[config.mk]
export PLATFORM = sky130hd
export DESIGN_NAME = bottleneck_pass_sched
export DESIGN_NICKNAME = d
export VERILOG_FILES = /design/src/rtl/bottleneck_pass_sched.sv
export SDC_FILE = /design/constraint.sdc
export NUM_CORES = 1
export LEC_CHECK = 0
export ABC_CLOCK_PERIOD_IN_PS = 7070
export CORE_MARGIN = 2
export CORE_UTILIZATION = 49
export CTS_CLUSTER_DIAMETER = 200
export CTS_CLUSTER_SIZE = 8
export DETAILED_ROUTE_END_ITERATION = 8
export PLACE_DENSITY = 0.85
export SLEW_MARGIN = 20
export SYNTH_ARGS = -nofsm -noshare
export SYNTH_HDL_FRONTEND = slang
export SYNTH_SLANG_ARGS = --single-unit
[constraint.sdc]
create_clock -name clk -period 7.07 [get_ports clk]
set_clock_uncertainty 0.15 [all_clocks]
set_input_delay 0.707 -clock clk [delete_from_list [all_inputs] [get_ports clk]]
set_output_delay 0.707 -clock clk [all_outputs]
set_load 0.005 [all_outputs]
[src/rtl/bottleneck_pass_sched.sv]
// Pass sequencer for the residual bottleneck stage: steers the shared weight stream
// to the five conv weight ports, drives the feedback/shortcut selects and tracks adder beats.
module bottleneck_pass_sched #(
    parameter int DATA_WIDTH   = 32,
    parameter int NUM_PASS     = 3,
    parameter int PXL_PER_PASS = 36864,
    parameter int W1_NUM       = 4096,
    parameter int W2_NUM       = 36864,
    parameter int W3_NUM       = 16384,
    parameter int W4_NUM       = 16384,
    parameter int W5_NUM       = 16384,
    localparam int PW          = (NUM_PASS > 1) ? $clog2(NUM_PASS) : 1
) (
    input  logic                  clk,
    input  logic                  reset,
    input  logic                  start,
    output logic                  busy,
    output logic                  done,
    output logic [PW-1:0]         pass_idx,
    input  logic                  valid_weight_in,
    input  logic [DATA_WIDTH-1:0] weight_in,
    output logic                  weight_ready,
    output logic [DATA_WIDTH-1:0] weight_out,
    output logic                  valid_weight_out1,
    output logic                  valid_weight_out2,
    output logic                  valid_weight_out3,
    output logic                  valid_weight_out4,
    output logic                  valid_weight_out5,
    output logic                  src_ready,
    output logic                  sel_feedback,
    output logic                  sel_shortcut,
    input  logic                  valid_add,
    output logic                  last_pass_valid,
    output logic                  err
);

    // state | meaning
    // IDLE  | waiting for start
    // LOAD  | streaming weights to the conv ports of the current pass
    // RUN   | counting adder output beats of the current pass
    // DONE  | one-cycle completion pulse
    typedef enum logic [1:0] {S_IDLE, S_LOAD, S_RUN, S_DONE} state_t;

    localparam int W_MAX_A = (W1_NUM > W2_NUM) ? W1_NUM : W2_NUM;
    localparam int W_MAX_B = (W3_NUM > W4_NUM) ? W3_NUM : W4_NUM;
    localparam int W_MAX_C = (W_MAX_A > W_MAX_B) ? W_MAX_A : W_MAX_B;
    localparam int W_MAX   = (W_MAX_C > W5_NUM) ? W_MAX_C : W5_NUM;
    localparam int WW      = (W_MAX > 1) ? $clog2(W_MAX) : 1;
    localparam int PCW     = (PXL_PER_PASS > 1) ? $clog2(PXL_PER_PASS) : 1;

    localparam logic [PW-1:0]  PASS_LAST = PW'(NUM_PASS - 1);
    localparam logic [PCW-1:0] PCNT_LAST = PCW'(PXL_PER_PASS - 1);

    state_t         state;
    logic [1:0]     ptr;
    logic [WW-1:0]  wcnt;
    logic [PCW-1:0] pcnt;
    logic [2:0]     cur_port;
    logic           last_port;
    logic [WW-1:0]  wlast;
    logic           accept;

    // Pass 0 loads conv1, conv4, conv2, conv3; later passes load conv5, conv2, conv3.
    always_comb begin
        cur_port  = 3'd3;
        last_port = 1'b0;
        if (pass_idx == '0) begin
            last_port = (ptr == 2'd3);
            case (ptr)
                2'd0:    cur_port = 3'd1;
                2'd1:    cur_port = 3'd4;
                2'd2:    cur_port = 3'd2;
                default: cur_port = 3'd3;
            endcase
        end else begin
            last_port = (ptr == 2'd2);
            case (ptr)
                2'd0:    cur_port = 3'd5;
                2'd1:    cur_port = 3'd2;
                default: cur_port = 3'd3;
            endcase
        end
    end

    always_comb begin
        case (cur_port)
            3'd1:    wlast = WW'(W1_NUM - 1);
            3'd2:    wlast = WW'(W2_NUM - 1);
            3'd3:    wlast = WW'(W3_NUM - 1);
            3'd4:    wlast = WW'(W4_NUM - 1);
            default: wlast = WW'(W5_NUM - 1);
        endcase
    end

    assign busy              = (state != S_IDLE);
    assign weight_ready      = (state == S_LOAD);
    assign accept            = valid_weight_in & weight_ready;
    assign weight_out        = weight_in;
    assign valid_weight_out1 = accept & (cur_port == 3'd1);
    assign valid_weight_out2 = accept & (cur_port == 3'd2);
    assign valid_weight_out3 = accept & (cur_port == 3'd3);
    assign valid_weight_out4 = accept & (cur_port == 3'd4);
    assign valid_weight_out5 = accept & (cur_port == 3'd5);
    assign src_ready         = (state == S_RUN) & (pass_idx == '0);
    assign sel_feedback      = (pass_idx != '0);
    assign sel_shortcut      = (pass_idx != '0);
    assign last_pass_valid   = valid_add & (state == S_RUN) & (pass_idx == PASS_LAST);

    always_ff @(posedge clk) begin
        if (reset) begin
            state    <= S_IDLE;
            pass_idx <= '0;
            ptr      <= '0;
            wcnt     <= '0;
            pcnt     <= '0;
            done     <= 1'b0;
            err      <= 1'b0;
        end else begin
            done <= 1'b0;
            // Adder beats are only meaningful in RUN; anywhere else they flag a protocol error.
            if (valid_add && state != S_RUN)
                err <= 1'b1;
            case (state)
                S_IDLE: begin
                    if (start) begin
                        state    <= S_LOAD;
                        pass_idx <= '0;
                        ptr      <= '0;
                        wcnt     <= '0;
                        pcnt     <= '0;
                        err      <= valid_add;
                    end
                end
                S_LOAD: begin
                    if (accept) begin
                        if (wcnt == wlast) begin
                            wcnt <= '0;
                            if (last_port) begin
                                ptr   <= '0;
                                state <= S_RUN;
                            end else begin
                                ptr <= ptr + 2'd1;
                            end
                        end else begin
                            wcnt <= wcnt + WW'(1);
                        end
                    end
                end
                S_RUN: begin
                    if (valid_add) begin
                        if (pcnt == PCNT_LAST) begin
                            pcnt <= '0;
                            if (pass_idx == PASS_LAST) begin
                                state <= S_DONE;
                                done  <= 1'b1;
                            end else begin
                                pass_idx <= pass_idx + PW'(1);
                                state    <= S_LOAD;
                            end
                        end else begin
                            pcnt <= pcnt + PCW'(1);
                        end
                    end
                end
                S_DONE: begin
                    state <= S_IDLE;
                end
                default: state <= S_IDLE;
            endcase
        end
    end

endmodule

==> flow_metrics.py <==
metrics = {
    "outcome": {
        "outcome": "finished, final reports clean",
    },
    "clock_network": {
        "cts.sinks": 40,
        "cts_hold_buf": 0,
        "clk_pin_slew_ps": 80,
        "clk_latency_ps": 290,
        "cts_setup_buffers": 0,
        "clk_path_buf_depth": 2,
        "htreeDepth": 2,
        "post_cts_resize_count": 0,
        "cts_buffers": 5,
        "root_buffer": "clkbuf_8",
        "cts_tree": "built",
    },
    "logic_synthesis": {
        "synth-seq-area-share_pct": 32.3,
        "yosys_warnings": 0,
        "synth_area_leaders": "dfxtp_1 32%, buf_4 10%, nor2_1 7.0%",
        "yosysTopAreaCell": "dfxtp_1",
        "synthesis.nets": 344,
        "synth_most_common_cell": "nor2_1",
        "yosys_register_bits": 40,
        "synth_top_area_share_pct": 32.3,
        "synthArstFlopShare_pct": 0,
        "synth-main-ff-cell": "dfxtp_1",
        "netlist_area_mm2": 0.00248,
        "syn-instance-count": 298,
        "syn_avg_cell_area_um2": 8.33,
        "synth_cell_types": 49,
        "synth_edf_count": 0,
        "ys_top_cells_by_count": "46 x nor2_1, 40 x dfxtp_1, 33 x buf_4, 23 x nand2_1, 17 x xor2_1",
    },
    "sta": {
        "slew_viol_final": 0,
        "finalHoldViolations": 0,
        "fin_crit_sh_pct": 43.1,
        "holdWs_ps": 342,
        "slew-limit-headroom_pct": 54.6,
        "fin_crit_ps": 3050,
        "finalSetupViolations": 0,
        "tightest_slew_ps": 676,
        "fmax_mhz": 328,
        "tns_ps": 0,
        "rsz0062_at_grt": "false",
    },
    "cells_and_area": {
        "drive_gt1_share_pct": 6.67,
        "area_growth_pct": 2.98,
        "antennaDiodeCount": 0,
        "fin_nets": 330,
        "stdcell_count": 352,
    },
    "route": {
        "dr_total_vias": 1941,
        "wl_um": 4600,
        "antenna_violating_nets_post_route": 0,
        "drtIter0Drc": 131,
        "drt-pass1-iter-count": 4,
        "via_per_inst": 5.51,
        "drc": 0,
        "wl_per_cell_um": 13.1,
    },
    "global_routing": {
        "grt_pass1_wl_um": 7350,
        "grt_overflow": 0,
        "gr-usage-all-layers_pct": 16.6,
        "grt_pass1_vias": 1717,
        "grt_start_max_net_pins": 18,
        "antenna_found_initial": 0,
    },
    "pwr": {
        "p_per_area_mw_per_mm2": 182,
        "p_leak_nw": 0.886,
        "p_total_uw": 466,
        "vdd_drop_max_v": 0.0000810,
    },
    "floorplanning": {
        "fp.coreArea_mm2": 0.00482,
        "fp-row-count": 25,
        "io-pin-count": 84,
        "initial_core_util_pct": 51.5,
        "die_area_mm2": 0.00565,
        "die_x_um": 75.2,
        "die_h_um": 75.2,
    },
    "setup_path": {
        "crit_path_max_fanout": 12,
        "reg2reg_slack_ps": 4200,
        "worstSetupPathType": "register to output port",
        "worst_setup_path_start_kind": "register",
        "cpPeakStageDelay_ps": 660,
        "cp_slowest_cell": "dfxtp_1",
        "required_ps": 6210,
        "worstSetupEndpointType": "output port",
        "crit_chain": "nand2b_1, inv_1, nand2_1, nor3_1, clkdlybuf4s50_1",
        "worstPathArrival_ps": 2190,
    },
    "job": {
        "drv_cap": 0,
    },
    "place": {
        "port_buffers": 19,
        "place_congestion": 0.809,
        "dpl.cell_count": 344,
        "dpl.hpwl_um": 3370,
    },
    "hold_path": {
        "hold_class": "register to register",
    },
}
## placed cells by master (no fill, tap or decap), types with 3 or more instances in the layout
| cell | Yosys | final |
|---|---|---|
| a21oi_1 | 8 | 8 |
| and2_1 | 4 | 4 |
| and3_1 | 6 | 6 |
| and4_1 | 3 | 3 |
| clkbuf_8 | 0 | 5 |
| clkdlybuf4s50_1 | 0 | 19 |
| dfxtp_1 | 40 | 40 |
| ha_1 | 9 | 9 |
| inv_1 | 10 | 10 |
| mux2i_1 | 4 | 4 |
| nand2_1 | 23 | 23 |
| nand3_1 | 12 | 12 |
| nand4_1 | 8 | 8 |
| nor2_1 | 46 | 46 |
| nor2b_1 | 4 | 4 |
| nor3_1 | 9 | 9 |
| o21ai_0 | 6 | 6 |
| or2_2 | 3 | 3 |
| xnor2_1 | 11 | 11 |
| xor2_1 | 17 | 17 |
## power breakdown
part | switching (mW) | internal (mW)
clock network | 0.0799 | 0.0687
logic | 0.0422 | 0.0337
registers | 0.0101 | 0.231
## worst paths after layout
kind / from / endpoint / cells after the start
setup / recovery: state[0]$_SDFFE_PP0P_ / valid_weight_out4 / 5
hold / removal: pcnt[1]$_SDFFE_PP0P_ / pcnt[1]$_SDFFE_PP0P_ / 2
setup reg to reg: pass_idx[0]$_SDFFE_PP0P_ / ptr[0]$_SDFFE_PP0P_ / 7
hold reg to reg: pcnt[1]$_SDFFE_PP0P_ / pcnt[1]$_SDFFE_PP0P_ / 2
## state kept, by name (all words and copies together) (netlist names)
| register | count |
|---|---|
| state | 2 |
| pass_idx | 2 |
| pcnt | 16 |
| err | 1 |
| wcnt | 16 |
| ptr | 2 |
| done | 1 |
## layout make-up
type                       instances  area [um2]
clock inverter                     3        18.8
clock buffer                       5        68.8
timing repair buffer              19         190
fill                             451        2260
inverter                          10        37.5
tap                               67        83.8
multi-input combinational        208        1360
sequential                        40         801
## stage by stage
stage | setup WS (ps) | instance area (um2) | util (%)
finish | 4020 | 2550 | 53.0
global route | 3810 | 2550 | 53.0
CTS | 4000 | 2550 | 53.0
detailed placement | 4120 | 2470 | 51.2
global placement | 4140 | 2470 | 51.2
floorplan | 4830 | 2480 | -
## metal layers
layer  routed length (um)  part of all wire, %  GRT usage (%)
met1                 2150                   47           20.7
met2                 2100                   46           26.6
met3                  273                  5.9           4.42
met4                   78                  1.7           7.80
met5                    0                    0              0
## critical path: cells and delay by family, from the launching register on
kind | cells | cell delay, ps
simple gates | 3 | 570
flops | 1 | 660
buf+inv | 2 | 680
## logic make-up after synthesis
kind of cell | Yosys count | share of synthesized area, %
DFF | 40 | 32.3
and+or+nand+nor | 133 | 27.7
AOI/OAI and AO/OA | 32 | 9.99
xor gates and xnor gates | 28 | 9.88
adders and majority gates | 9 | 4.54
muxes | 6 | 2.52
buffers and inverters | 50 | 13.1
No activity file was read; power rests on OpenSTA's default activity.
